--- src/rtl/pc_if.sv ---
// pc_if: fetch-stage control/status bundle between decode/testbench and pc_unit.
//   master : drives en, PCsrc, ImmOp, rs1_val, halt_req, resume, trap_clear;
//            observes PC, PC_plus4, halted, trap, bad_addr, instr_count.
//   slave  : the pc_unit side (mirror directions).
// ADDR_WIDTH here must match the ADDR_WIDTH of the pc_unit it is bound to.
interface pc_if #(
  parameter int ADDR_WIDTH = 16
);
  logic                  en;
  logic [1:0]            PCsrc;
  logic [31:0]           ImmOp;
  logic [31:0]           rs1_val;
  logic                  halt_req;
  logic                  resume;
  logic                  trap_clear;
  logic [ADDR_WIDTH-1:0] PC;
  logic [ADDR_WIDTH-1:0] PC_plus4;
  logic                  halted;
  logic                  trap;
  logic [ADDR_WIDTH-1:0] bad_addr;
  logic [31:0]           instr_count;

  modport master (
    output en, PCsrc, ImmOp, rs1_val, halt_req, resume, trap_clear,
    input  PC, PC_plus4, halted, trap, bad_addr, instr_count
  );

  modport slave (
    input  en, PCsrc, ImmOp, rs1_val, halt_req, resume, trap_clear,
    output PC, PC_plus4, halted, trap, bad_addr, instr_count
  );
endinterface

--- src/rtl/pc_unit.sv ---
// pc_unit: fetch-side program counter with run/halt/trap control.
//   clk, rst_n : clock, asynchronous active-low reset.
//   bus        : pc_if.slave
//     en          advance enable (0 = stall, holds everything in RUN)
//     PCsrc       00 seq, 01 PC+ImmOp, 10 (rs1_val+ImmOp)&~1, 11 as seq
//     ImmOp       sign-extended immediate
//     rs1_val     JALR base register value
//     halt_req    EBREAK in current instruction -> HALT
//     resume      pulse: HALT -> RUN, stepping PC past the EBREAK
//     trap_clear  pulse: TRAP -> RUN, PC stays at TRAP_VECTOR
//     PC          current fetch address (ROM A)
//     PC_plus4    PC+4, combinational link value
//     halted/trap state decodes (registered)
//     bad_addr    last misaligned target that caused a trap
//     instr_count number of PC advances
module pc_unit #(
  parameter int                    ADDR_WIDTH   = 16,
  parameter logic [ADDR_WIDTH-1:0] RESET_VECTOR = '0,
  parameter logic [ADDR_WIDTH-1:0] TRAP_VECTOR  = 'h0100
) (
  input logic clk,
  input logic rst_n,
  pc_if.slave bus
);

  typedef enum logic [1:0] {
    ST_RUN  = 2'd0,
    ST_HALT = 2'd1,
    ST_TRAP = 2'd2
  } state_e;

  state_e                state_q, state_d;
  logic [ADDR_WIDTH-1:0] pc_q, pc_d;
  logic [ADDR_WIDTH-1:0] bad_addr_q, bad_addr_d;
  logic [31:0]           instr_count_q, instr_count_d;

  logic [ADDR_WIDTH-1:0] seq_t, br_t, jr_t, tgt;
  logic                  misaligned;
  logic                  halted_o, trap_o;

  // Target candidates. All sums are taken modulo 2^ADDR_WIDTH; the upper
  // immediate bits cannot influence the truncated branch result, so the
  // branch adder is kept at ADDR_WIDTH bits.
  assign seq_t = pc_q + ADDR_WIDTH'(4);
  assign br_t  = pc_q + bus.ImmOp[ADDR_WIDTH-1:0];
  assign jr_t  = ADDR_WIDTH'(bus.rs1_val + bus.ImmOp) & ~ADDR_WIDTH'(1);

  always_comb begin
    tgt = seq_t;
    unique case (bus.PCsrc)
      2'b01:   tgt = br_t;
      2'b10:   tgt = jr_t;
      default: tgt = seq_t;   // 00 and the reserved 11
    endcase
  end

  // Checked after bit0 clearing, so a JALR fault is only ever caused by bit1.
  assign misaligned = |tgt[1:0];

  // State register (and datapath flops).
  always_ff @(posedge clk or negedge rst_n) begin
    if (!rst_n) begin
      state_q       <= ST_RUN;
      pc_q          <= RESET_VECTOR;
      bad_addr_q    <= '0;
      instr_count_q <= '0;
    end else begin
      state_q       <= state_d;
      pc_q          <= pc_d;
      bad_addr_q    <= bad_addr_d;
      instr_count_q <= instr_count_d;
    end
  end

  // Next-state logic. halt_req wins over the alignment check; en only
  // matters in RUN.
  always_comb begin
    state_d = state_q;
    unique case (state_q)
      ST_RUN: begin
        if (bus.en) begin
          if (bus.halt_req)  state_d = ST_HALT;
          else if (misaligned) state_d = ST_TRAP;
        end
      end
      ST_HALT: if (bus.resume)     state_d = ST_RUN;
      ST_TRAP: if (bus.trap_clear) state_d = ST_RUN;
      default:                     state_d = ST_RUN;
    endcase
  end

  // Datapath next values, keyed off the same decisions as the FSM.
  always_comb begin
    pc_d          = pc_q;
    bad_addr_d    = bad_addr_q;
    instr_count_d = instr_count_q;
    unique case (state_q)
      ST_RUN: begin
        if (bus.en && !bus.halt_req) begin
          if (misaligned) begin
            bad_addr_d = tgt;
            pc_d       = TRAP_VECTOR;
          end else begin
            pc_d          = tgt;
            instr_count_d = instr_count_q + 32'd1;
          end
        end
      end
      ST_HALT: begin
        // Resuming steps over the EBREAK and counts it as retired.
        if (bus.resume) begin
          pc_d          = seq_t;
          instr_count_d = instr_count_q + 32'd1;
        end
      end
      default: ;  // TRAP: everything holds; clearing only changes state
    endcase
  end

  // Output decode (state only, no combinational input paths).
  always_comb begin
    halted_o = (state_q == ST_HALT);
    trap_o   = (state_q == ST_TRAP);
  end

  assign bus.PC          = pc_q;
  assign bus.PC_plus4    = seq_t;
  assign bus.halted      = halted_o;
  assign bus.trap        = trap_o;
  assign bus.bad_addr    = bad_addr_q;
  assign bus.instr_count = instr_count_q;

endmodule

--- src/flat_wrapper.sv ---
// flat-port wrapper written by rule: the top's interface ports become plain ports
module pc_unit_flat 
#(
  parameter int                    ADDR_WIDTH   = 16,
  parameter logic [ADDR_WIDTH-1:0] RESET_VECTOR = '0,
  parameter logic [ADDR_WIDTH-1:0] TRAP_VECTOR  = 'h0100
)
  (clk, rst_n, bus_en, bus_PCsrc, bus_ImmOp, bus_rs1_val, bus_halt_req, bus_resume, bus_trap_clear, bus_PC, bus_PC_plus4, bus_halted, bus_trap, bus_bad_addr, bus_instr_count);
  pc_if #(.ADDR_WIDTH(ADDR_WIDTH)) bus_i ();
  input logic clk;
  input logic rst_n;
  input wire logic [$bits(bus_i.en)-1:0] bus_en;
  input wire logic [$bits(bus_i.PCsrc)-1:0] bus_PCsrc;
  input wire logic [$bits(bus_i.ImmOp)-1:0] bus_ImmOp;
  input wire logic [$bits(bus_i.rs1_val)-1:0] bus_rs1_val;
  input wire logic [$bits(bus_i.halt_req)-1:0] bus_halt_req;
  input wire logic [$bits(bus_i.resume)-1:0] bus_resume;
  input wire logic [$bits(bus_i.trap_clear)-1:0] bus_trap_clear;
  output wire logic [$bits(bus_i.PC)-1:0] bus_PC;
  output wire logic [$bits(bus_i.PC_plus4)-1:0] bus_PC_plus4;
  output wire logic [$bits(bus_i.halted)-1:0] bus_halted;
  output wire logic [$bits(bus_i.trap)-1:0] bus_trap;
  output wire logic [$bits(bus_i.bad_addr)-1:0] bus_bad_addr;
  output wire logic [$bits(bus_i.instr_count)-1:0] bus_instr_count;
  assign bus_i.en = bus_en;
  assign bus_i.PCsrc = bus_PCsrc;
  assign bus_i.ImmOp = bus_ImmOp;
  assign bus_i.rs1_val = bus_rs1_val;
  assign bus_i.halt_req = bus_halt_req;
  assign bus_i.resume = bus_resume;
  assign bus_i.trap_clear = bus_trap_clear;
  assign bus_PC = bus_i.PC;
  assign bus_PC_plus4 = bus_i.PC_plus4;
  assign bus_halted = bus_i.halted;
  assign bus_trap = bus_i.trap;
  assign bus_bad_addr = bus_i.bad_addr;
  assign bus_instr_count = bus_i.instr_count;
  pc_unit #(.ADDR_WIDTH(ADDR_WIDTH), .RESET_VECTOR(RESET_VECTOR), .TRAP_VECTOR(TRAP_VECTOR)) u_core (.clk(clk), .rst_n(rst_n), .bus(bus_i));
endmodule
--- config.mk ---
export PLATFORM = sky130hd
export DESIGN_NAME = pc_unit_flat
export DESIGN_NICKNAME = d
export VERILOG_FILES = /design/src/rtl/pc_if.sv /design/src/rtl/pc_unit.sv /design/src/flat_wrapper.sv
export SDC_FILE = /design/constraint.sdc
export NUM_CORES = 1
export LEC_CHECK = 0
export ABC_AREA = 1
export CORE_ASPECT_RATIO = 1.5
export CORE_MARGIN = 5
export CORE_UTILIZATION = 54
export DETAILED_ROUTE_END_ITERATION = 12
export PLACE_DENSITY = 0.88
export SLEW_MARGIN = 20
export SYNTH_ARGS = -nofsm -noshare
export SYNTH_HDL_FRONTEND = slang
export SYNTH_SLANG_ARGS = --single-unit
--- constraint.sdc ---
create_clock -name clk -period 5.8 [get_ports clk]
set_clock_uncertainty 0.15 [all_clocks]
set_input_delay 0.87 -clock clk [delete_from_list [all_inputs] [get_ports clk]]
set_output_delay 0.87 -clock clk [all_outputs]
set_load 0.02 [all_outputs]
Yosys cells after proc, flatten, opt, wreduce, memory -nomap -nowiden
Cells that the tools add are included.
- multiplexer cells: 15
- equality and inequality tests: 10
- add/subtract/negate cells: 4
- reduce and logical (&&, ||, !) cells: 9
- operators with widths (kind ; count):
    $mux W32 ; 3
    $pmux W16 S2 ; 2
    $pmux W32 S2 ; 1
    $mux W16 ; 3
    $add A16 B16 Y16 ; 2
    $add A32 B1 Y32 const B ; 1
    $add A16 B3 Y16 const B ; 1
    $mux W2 ; 5
    $ne A2 B2 Y1 const B ; 4
    $reduce_and A4 Y1 ; 2
    $pmux W2 S3 ; 1
    $reduce_and A3 Y1 ; 2
    $eq A2 B1 Y1 const B ; 2
    $eq A2 B2 Y1 const B ; 2
    $ne A3 B2 Y1 const B ; 1
    $logic_not A2 Y1 ; 1
    $ne A2 B1 Y1 const B ; 1
    $reduce_bool A2 Y1 ; 1
    $reduce_or A2 Y1 ; 1
    $logic_and A1 B1 Y1 ; 1
    $logic_not A1 Y1 ; 1
- output and inout bits: 82
- register bits: 66

Logic depth before layout (Yosys ltp)
Gate-level depths: netlist of the first run.
- depth after elaboration: 7
- mapped depth: 16
- mapped depth without buffers: 16

Worst setup path after synthesis of the first run
OpenSTA, ideal clock, no wires.
- path kind: input -> register
- start: input port bus_ImmOp[0]
- end: register u_core.instr_count_q[15] (netlist: u_core.bus.instr_count[15])
- required time: 5.528 ns
- cell stages on the path: 16
- data arrival time: 2.539 ns
- path buffers: 1
- setup time: 0.122 ns
- setup slack: 2.989 ns
- path through: ha_1 -> inv_1 -> fa_1 -> inv_1 -> nand2_1 -> nand3_2 -> o21ai_2 -> inv_2 -> nor2_2 -> nand2_1 -> nand2_2 -> buf_6 -> nand3b_4 -> nor2_4 -> nand2_2 -> xor2_1
- cells in the longest elaborated chain, start to end: 5
- elaborated cells between the ends (all ways): 6
- classes of those cells: add/sub (2); eq/ne (1); mux (1); reduce/logical (2)
- ends and longest elaborated chain (what ; line ; source):
    from (decl) ; flat_wrapper.sv:14 ; input wire logic [$bits(bus_i.ImmOp)-1:0] bus_ImmOp;
    $add A16 B16 Y16 (on tied branches) ; pc_unit.sv:45, pc_unit.sv:46 ;
    $pmux W16 S2 * ; pc_unit.sv:50 ; unique case (bus.PCsrc)
    $reduce_or A2 Y1 * ; pc_unit.sv:58 ; assign misaligned = |tgt[1:0];
    $ne A2 B2 Y1 (no line) * ; -- ;
    $reduce_and A4 Y1 (no line) * ; -- ;
    to (signal assigned) ; pc_unit.sv:71 ; instr_count_q <= instr_count_d;
    to (decl) ; pc_unit.sv:35 ; logic [31:0] instr_count_q, instr_count_d;
Every way passes the cells marked *; elsewhere a longest branch is shown, timed or not.
A chain may end at the register's enable or synchronous reset.

Worst setup path in the final report of the first run
- start: input port bus_PCsrc[0]
- end: register u_core.instr_count_q[18] (netlist: u_core.bus.instr_count[18])
- cells in the longest elaborated chain, start to end: 5
- elaborated cells between the ends (all ways): 6
- classes of those cells: eq/ne (3); mux (1); reduce/logical (2)
- ends and longest elaborated chain (what ; line ; source):
    from (decl) ; flat_wrapper.sv:13 ; input wire logic [$bits(bus_i.PCsrc)-1:0] bus_PCsrc;
    $eq A2 B2 Y1 or $eq A2 B1 Y1 (tied branches) ; pc_unit.sv:50 ;
    $pmux W16 S2 * ; pc_unit.sv:50 ;
    $reduce_or A2 Y1 * ; pc_unit.sv:58 ;
    $ne A2 B2 Y1 (no line) * ; -- ;
    $reduce_and A4 Y1 (no line) * ; -- ;
Marks and branches as above.

==> results of run 1 <==
==> placed cells by master, fill, tap and decap left out, types with 3 or more instances in the layout <==
master,Yosys,final
o21ai_0,31,31
nor2_2,4,4
a21oi_1,34,34
nor2_1,64,64
clkbuf_16,0,9
o211ai_1,5,5
xor2_1,38,38
nand2_2,3,3
nand3_1,79,79
dfrtp_1,66,66
clkinvlp_4,0,4
inv_2,4,4
a21boi_0,3,3
nor3_2,5,5
ha_1,33,33
or2_2,7,7
nand4_1,11,11
nor4_1,7,7
o21ai_1,4,4
nor3_1,27,27
nand3b_1,4,4
clkdlybuf4s50_1,0,120
inv_1,143,143
nand2_1,302,302
==> worst reg2reg max path, cell delays in order, from the launching register on <==
cell and delay, ns:
dfrtp_1 0.43, ha_1 0.19, inv_1 0.05, fa_1 0.49
inv_1 0.05, nand2_1 0.06, nand3_2 0.07, o21ai_2 0.09
inv_2 0.07, nor2_2 0.11, nand2_1 0.07, nand2_2 0.48
nand2_2 0.19, nor2_4 0.19, nand3_1 0.11, xnor2_1 0.16
==> flip-flops by register name, indices dropped and copies added, names as in the netlist <==
signal / flops
u_core.bus.instr_count: 32
u_core.bus.PC: 16
u_core.bus.bad_addr: 16
u_core.state_q: 2
==> through the flow <==
stage,setup slack [ns],instance area (sq um)
after CTS,2.10,7460
after global routing,1.91,7460
final,2.08,7460
after floorplan,2.99,5860
after detailed placement,1.77,7160
after global placement,1.77,7160
==> cell type report <==
class / instances / area [sq um] / share of cell area
flip-flops and latches: 66 / 1650 / 0.222
well taps: 144 / 180 / 0.0242
multi-input cells: 681 / 3550 / 0.476
clock inverters: 7 / 70.1 / 0.00940
repair buffers: 123 / 1220 / 0.164
inverters: 148 / 561 / 0.0752
clock buffers: 9 / 225 / 0.0302
==> kinds of logic (layout without fill, tap and decap cells) <==
kind of cell / after synthesis / after routing / synth area share
flip-flops: 66 / 66 / 0.282
adder cells (fa/ha/maj): 35 / 35 / 0.0773
AND/OR/NAND/NOR: 523 / 523 / 0.392
buffers and inverters: 165 / 287 / 0.112
XOR/XNOR: 40 / 40 / 0.0598
AO/OA/AOI/OAI: 83 / 83 / 0.0769
==> path summary, 6_finish.rpt <==
path	startpoint	end	slack, ns	cells past startpoint
max	bus_PCsrc[0]	u_core.bus.instr_count[18]	2.08	13
min	u_core.bus.bad_addr[4]	u_core.bus.bad_addr[4]	0.33	2
max reg2reg	u_core.bus.PC[0]	u_core.bus.instr_count[18]	2.73	15
min reg2reg	u_core.bus.bad_addr[4]	u_core.bus.bad_addr[4]	0.33	2
max in group asynchronous	rst_n	u_core.bus.instr_count[3]	4.37	2
min in group asynchronous	rst_n	u_core.bus.instr_count[14]	0.56	2
==> cells in the mapped netlist, types with 5 or more instances <==
cell type,n
nor2_1,64
nor4_1,7
a21oi_1,34
nor3_1,27
xor2_1,38
nand3_1,79
o21ai_0,31
or2_2,7
o211ai_1,5
nand4_1,11
dfrtp_1,66
buf_2,9
ha_1,33
inv_1,143
nand2_1,302
nor3_2,5
==> routing by layer <==
layer / global-route usage / vias to the layer above / part of all wire
met2: 0.534 / 252 / 0.53
li1: - / 3135 / -
met5: 0 / - / 0
met3: 0.0486 / 73 / 0.052
met1: 0.291 / 2877 / 0.36
met4: 0.173 / 0 / 0.058
==> report_power, final <==
| group | internal, mW | leakage (nW) | total, mW | switching [mW] |
|---|---|---|---|---|
| clock network | 0.331 | 0.133 | 0.539 | 0.208 |
| registers | 0.609 | 0.815 | 0.791 | 0.183 |
| logic | 0.728 | 2.91 | 1.83 | 1.10 |
==> key figures, run 1 <==
Outcome
  • Status: finished clean

Yosys
  • Share of the synthesized area in the top cell type: 0.282
  • Syn nets: roughly 1000
  • Cells after Synth: just over 900
  • Distinct cells, synth: 40
  • Average size of a mapped cell: 6.42 sq um
  • Post-synth EDFFs: 0
  • Netlist Area Pre-Place: 0.00586 sq mm
  • Number of synthesis warnings: 0
  • Yosys reg bits: between 60 and 70
  • Cell taking the most area after synthesis: dfrtp_1
  • Most used DFF post-synth: dfrtp_1
  • Largest cells by area after synthesis: dfrtp_1 28%, nand2_1 19%, inv_1 9.2%, ha_1 7.0%, nand3_1 6.8%
  • Sequential element share of the synthesized area: 0.282
  • Synth async-reset ratio: 1.00

STA
  • Final setup viols: 0
  • Final period util: 0.641
  • Setup TNS: 0 ns
  • Final hold vios: 0
  • Pins over their slew limit: 0
  • Slew HR: 0.325
  • Tmin final: 3.72 ns
  • WHS: roughly 0.33 ns
  • RSZ-0062 raised after global routing: no
  • FMAX: approximately 270 MHz
  • Worst-Margin Slew: 1.01 ns

Clock tree
  • Postcts setup bufs: 0
  • TritonCTS clock tree: done
  • Max H-tree Level: 3
  • Clk Latency, worst-skew pair: approximately 0.33 ns
  • CTS Buf Count: 9
  • Hold Buf Count CTS: 0
  • Clock Tree Root: clkbuf_16
  • Clock transition at path regs: 0.06 ns
  • Sink Count: between 60 and 70
  • Post-cts sizing count: 0
  • Worst-case clock buffer depth: 2

Critical path
  • Worst Path Arrival: approximately 3.8 ns
  • Critical path peak fanout: 29
  • Crit path largest cell delay: between 0.5 and 0.6 ns
  • CP endpoint kind: flip-flop
  • Crit path buffers/inverters: 3
  • Setup Crit Path Kind: input port to flip-flop
  • Cell family contributing the most delay on the critical path: simple AND/OR/NAND/NOR gates
  • Critical Path Start Type: input port
  • Sequence of cells on the critical path: clkdlybuf4s50_1 > inv_1 > ha_1 > inv_6 > nand3_1 > nand2_1 > nor2_2 > nand2_1 > nand2_2 > nand2_2 > nor2_4 > nand3_1 > xnor2_1
  • Slowest CP cell: ha_1
  • Worst Path Required: 5.87 ns

Die
  • Die Y-Extent: 138 um
  • Die ar.: roughly 0.013 sq mm
  • Initial Util: 0.553
  • Chip Width: between 90 and 100 um
  • Core box area: 0.0106 sq mm
  • Std-Cell Rows: between 40 and 50
  • IO Count: ~150

Pwr
  • Tot Pwr: ~3.2 mW
  • Peak supply drop: approximately 420 uV
  • PD cells: between 400 and 500 mW/mm^2
  • Leakage: 3.86 nW

Finish
  • # nets final: 1136
  • Non-filler cells, final: approximately 1200
  • Ant diodes: 0
  • Layout cells sized above 1: 0.0493
  • Finished Core Util: 0.704
  • Fillers: between 900 and 1000
  • Area Overhead vs Synth: 27.3%

Global route
  • Largest net degree at the start of global routing: 67
  • Total gr overflow: 0
  • All-layer global routing usage: 0.286
  • Initial antenna violation count: 0
  • Vias in the first global route: approximately 6400
  • Global-route wire length before repair: 28.9 mm

Place
  • DP HPWL: between 10 and 15 mm
  • IO buf count: approximately 120
  • RePlAce Congestion: ~0.95
  • Placed insts: 1162

Routing
  • Initial drt markers: approximately 330
  • Vias: about 6300
  • Pre-Repair DR Iteration Count: 7
  • Drt via density: ~5.4
  • Routed length per placed instance: approximately 15 um
  • Final wirelength: about 18 mm
  • Post-DRT Antenna Nets: 0
  • # DRC: 0

Flow run
  • Total of max-cap violations: 0

Worst hold path
  • Worst Hold Class: flip-flop to flip-flop
Power figures use the tool's default switching activity.
==> inputs of run 2 (changes only) <==
CORE_UTILIZATION = 50   (was 54)
PLACE_DENSITY = 0.82   (was 0.88)
clock period = 3.7 ns   (was 5.8 ns; I/O delays follow)
==> key figures, run 2 (same netlist as run 1, synthesis figures left out) <==
Clock tree
  • Sink Count: 66 (unchanged)
  • Worst-case clock buffer depth: 2 (unchanged)
  • Max H-tree Level: 3 (unchanged)
  • Hold Buf Count CTS: 0 (unchanged)
  • Post-cts sizing count: 0 (unchanged)
  • Clock transition at path regs: 0.06 ns (about the same)
  • Postcts setup bufs: 0 (unchanged)
  • Clock Tree Root: clkbuf_16 (unchanged)
  • TritonCTS clock tree: done (unchanged)
  • CTS Buf Count: 9 (unchanged)
  • Clk Latency, worst-skew pair: 0.33 ns (about the same)

Finish
  • Non-filler cells, final: 1189 (was 1178)
  • Most frequent cells in the layout: 302 x nand2_1, 143 x inv_1, 120 x clkdlybuf4s50_1 (unchanged)
  • Finished Core Util: 0.658 (was 0.704)
  • Most common cell after layout, fill and taps aside: nand2_1 (unchanged)
  • Layout cells sized above 1: 0.0539 (was 0.0493)
  • Final instance area: 0.00754 sq mm (was 0.00746 sq mm)
  • # nets final: 1141 (was 1136)
  • Area Overhead vs Synth: 28.8% (was 27.3%)
  • Number of flip-flops in the largest register: 32 (unchanged)
  • Ant diodes: 0 (unchanged)

STA
  • Pins over their slew limit: 0 (unchanged)
  • Final hold vios: 0 (unchanged)
  • Slew HR: 0.553 (was 0.325)
  • Setup TNS: 0 ns (unchanged)
  • Final period util: 0.861
  • Final setup viols: 0 (unchanged)
  • Worst-Margin Slew: 0.665 ns (was 1.01 ns)
  • RSZ-0062 raised after global routing: no (unchanged)
  • WHS: 0.115 ns (was 0.327 ns)
  • Final WS setup: 0.515 ns (was 2.08 ns)
  • FMAX: ~310 MHz
  • Tmin final: between 3 and 4 ns

Global route
  • Vias in the first global route: 6438 (was 6380)
  • Total gr overflow: 0 (unchanged)
  • Largest net degree at the start of global routing: 31 (was 67)
  • All-layer global routing usage: 0.264 (was 0.286)
  • Initial antenna violation count: 0 (unchanged)
  • Global-route wire length before repair: 29.9 mm (was 28.9 mm)

Place
  • DP HPWL: 15.0 mm (was 14.4 mm)
  • IO buf count: 121 (unchanged)
  • Placed insts: 1173 (was 1162)
  • RePlAce Congestion: 0.941 (was 0.948)
  • Placed cell areas: 0.00721 sq mm (was 0.00716 sq mm)
  • Pre-CTS setup slack: 0.328 ns (was 1.77 ns)

Critical path
  • Crit path largest cell delay: 0.59 ns (was 0.58 ns)
  • Critical path peak fanout: 5 (was 29)
  • Setup Crit Path Kind: flip-flop to output port (was input port to flip-flop)
  • CP dominant cell by count: nand2_1
  • Cell family contributing the most delay on the critical path: simple AND/OR/NAND/NOR gates (unchanged)
  • Critical Path Start Type: flip-flop (was input port)
  • Worst reg2reg path depth: 14 (was 15)
  • Worst Path Required: 2.99 ns (was 5.87 ns)
  • Sequence of cells on the critical path: ha_1 > nand2_1 > nor2_2 > nand2_1 > nor3_2 > or2_2 > nand2_1 > inv_1 > clkdlybuf4s50_1 (was clkdlybuf4s50_1 > inv_1 > ha_1 > inv_6 > nand3_1 > nand2_1 > nor2_2 > nand2_1 > nand2_2 > nand2_2 > nor2_4 > nand3_1 > xnor2_1)
  • Slowest CP cell: clkdlybuf4s50_1 (was ha_1)
  • CP endpoint kind: output port (was flip-flop)
  • Crit path buffers/inverters: 2 (was 3)
  • Worst Path Arrival: 2.48 ns (was 3.78 ns)
  • WP depth: 9 (was 13)

Die
  • Die Y-Extent: 143 um (was 138 um)
  • Die ar.: 0.0140 sq mm (was 0.0131 sq mm)
  • Initial Util: 0.511 (was 0.553)
  • Chip Width: 98.4 um (was 95.0 um)
  • Std-Cell Rows: 48 (was 46)
  • Core box area: 0.0115 sq mm (was 0.0106 sq mm)
  • IO Count: 154 (unchanged)

Pwr
  • PD cells: 674 mW/mm^2 (was 424 mW/mm^2)
  • Sw Share: 0.459 (was 0.473)
  • Sequential Power Share: 0.245 (was 0.250)
  • Clk pwr share: 0.188 (was 0.170)
  • Logic pwr share: 0.567 (was 0.580)
  • Internal: 2.75 mW (was 1.67 mW)
  • Switch Pwr: 2.34 mW (was 1.50 mW)
  • Tot Pwr: 5.09 mW (was 3.16 mW)
  • Leakage: 3.92 nW (was 3.86 nW)
  • Peak supply drop: 451 uV (was 425 uV)

Routing
  • Vias: 6325 (was 6337)
  • Drt via density: 5.32 (was 5.38)
  • Routed length per placed instance: 15.5 um (was 15.2 um)
  • Pre-Repair DR Iteration Count: 5 (was 7)
  • Initial drt markers: 321 (was 325)
  • Final wirelength: 18.5 mm (was 17.9 mm)
  • Post-DRT Antenna Nets: 0 (unchanged)
  • # DRC: 0 (unchanged)

Worst hold path
  • Worst Hold Class: input port to asynchronous set/reset pin (was flip-flop to flip-flop)

Outcome
  • Status: finished clean (unchanged)

Flow run
  • Total of max-cap violations: 0 (unchanged)
[run 2: power by group through the flow]
stage                     clock network, mW  logic (mW)  registers [mW]
after floorplan                           0        1.48            1.45
after global placement                    0        2.82            1.24
after detailed placement                  0        2.86            1.25
after CTS                             0.976        2.88            1.24
after global routing                   1.01        3.14            1.28
final                                 0.958        2.88            1.24
[run 2: worst paths after layout]
kind,startpoint,to,slack [ns]
worst max-delay path,u_core.bus.PC[3],bus_PC_plus4[12],0.52
worst min-delay path,rst_n,u_core.bus.instr_count[15],0.11
worst max register to register,u_core.bus.PC[0],u_core.bus.instr_count[4],0.92
worst min register to register,u_core.bus.bad_addr[4],u_core.bus.bad_addr[4],0.33
max in group asynchronous,rst_n,u_core.bus.PC[0],2.55
min in group clk,u_core.bus.bad_addr[4],u_core.bus.bad_addr[4],0.33
[run 2: per-layer routing]
layer | wire length, um | track usage | share of wire
met1 | 6610 | 0.253 | 0.36
met2 | 9660 | 0.501 | 0.52
met3 | 1020 | 0.0554 | 0.055
met4 | 1190 | 0.173 | 0.064
met5 | 0 | 0 | 0
[run 2: area by class of cell]
cell class,count,area [sq um]
well taps,150,188
multi-input cells,681,3550
clock buffers,12,267
flip-flops and latches,66,1650
clock inverters,4,72.6
repair buffers,128,1260
fillers,1072,3930
inverters,148,561
==> inputs of run 3 (changes only) <==
SKIP_CTS_REPAIR_TIMING = 1   (was not set)
==> results of run 3 <==
Final layout, timing and power as in run 2 (identical DEF).
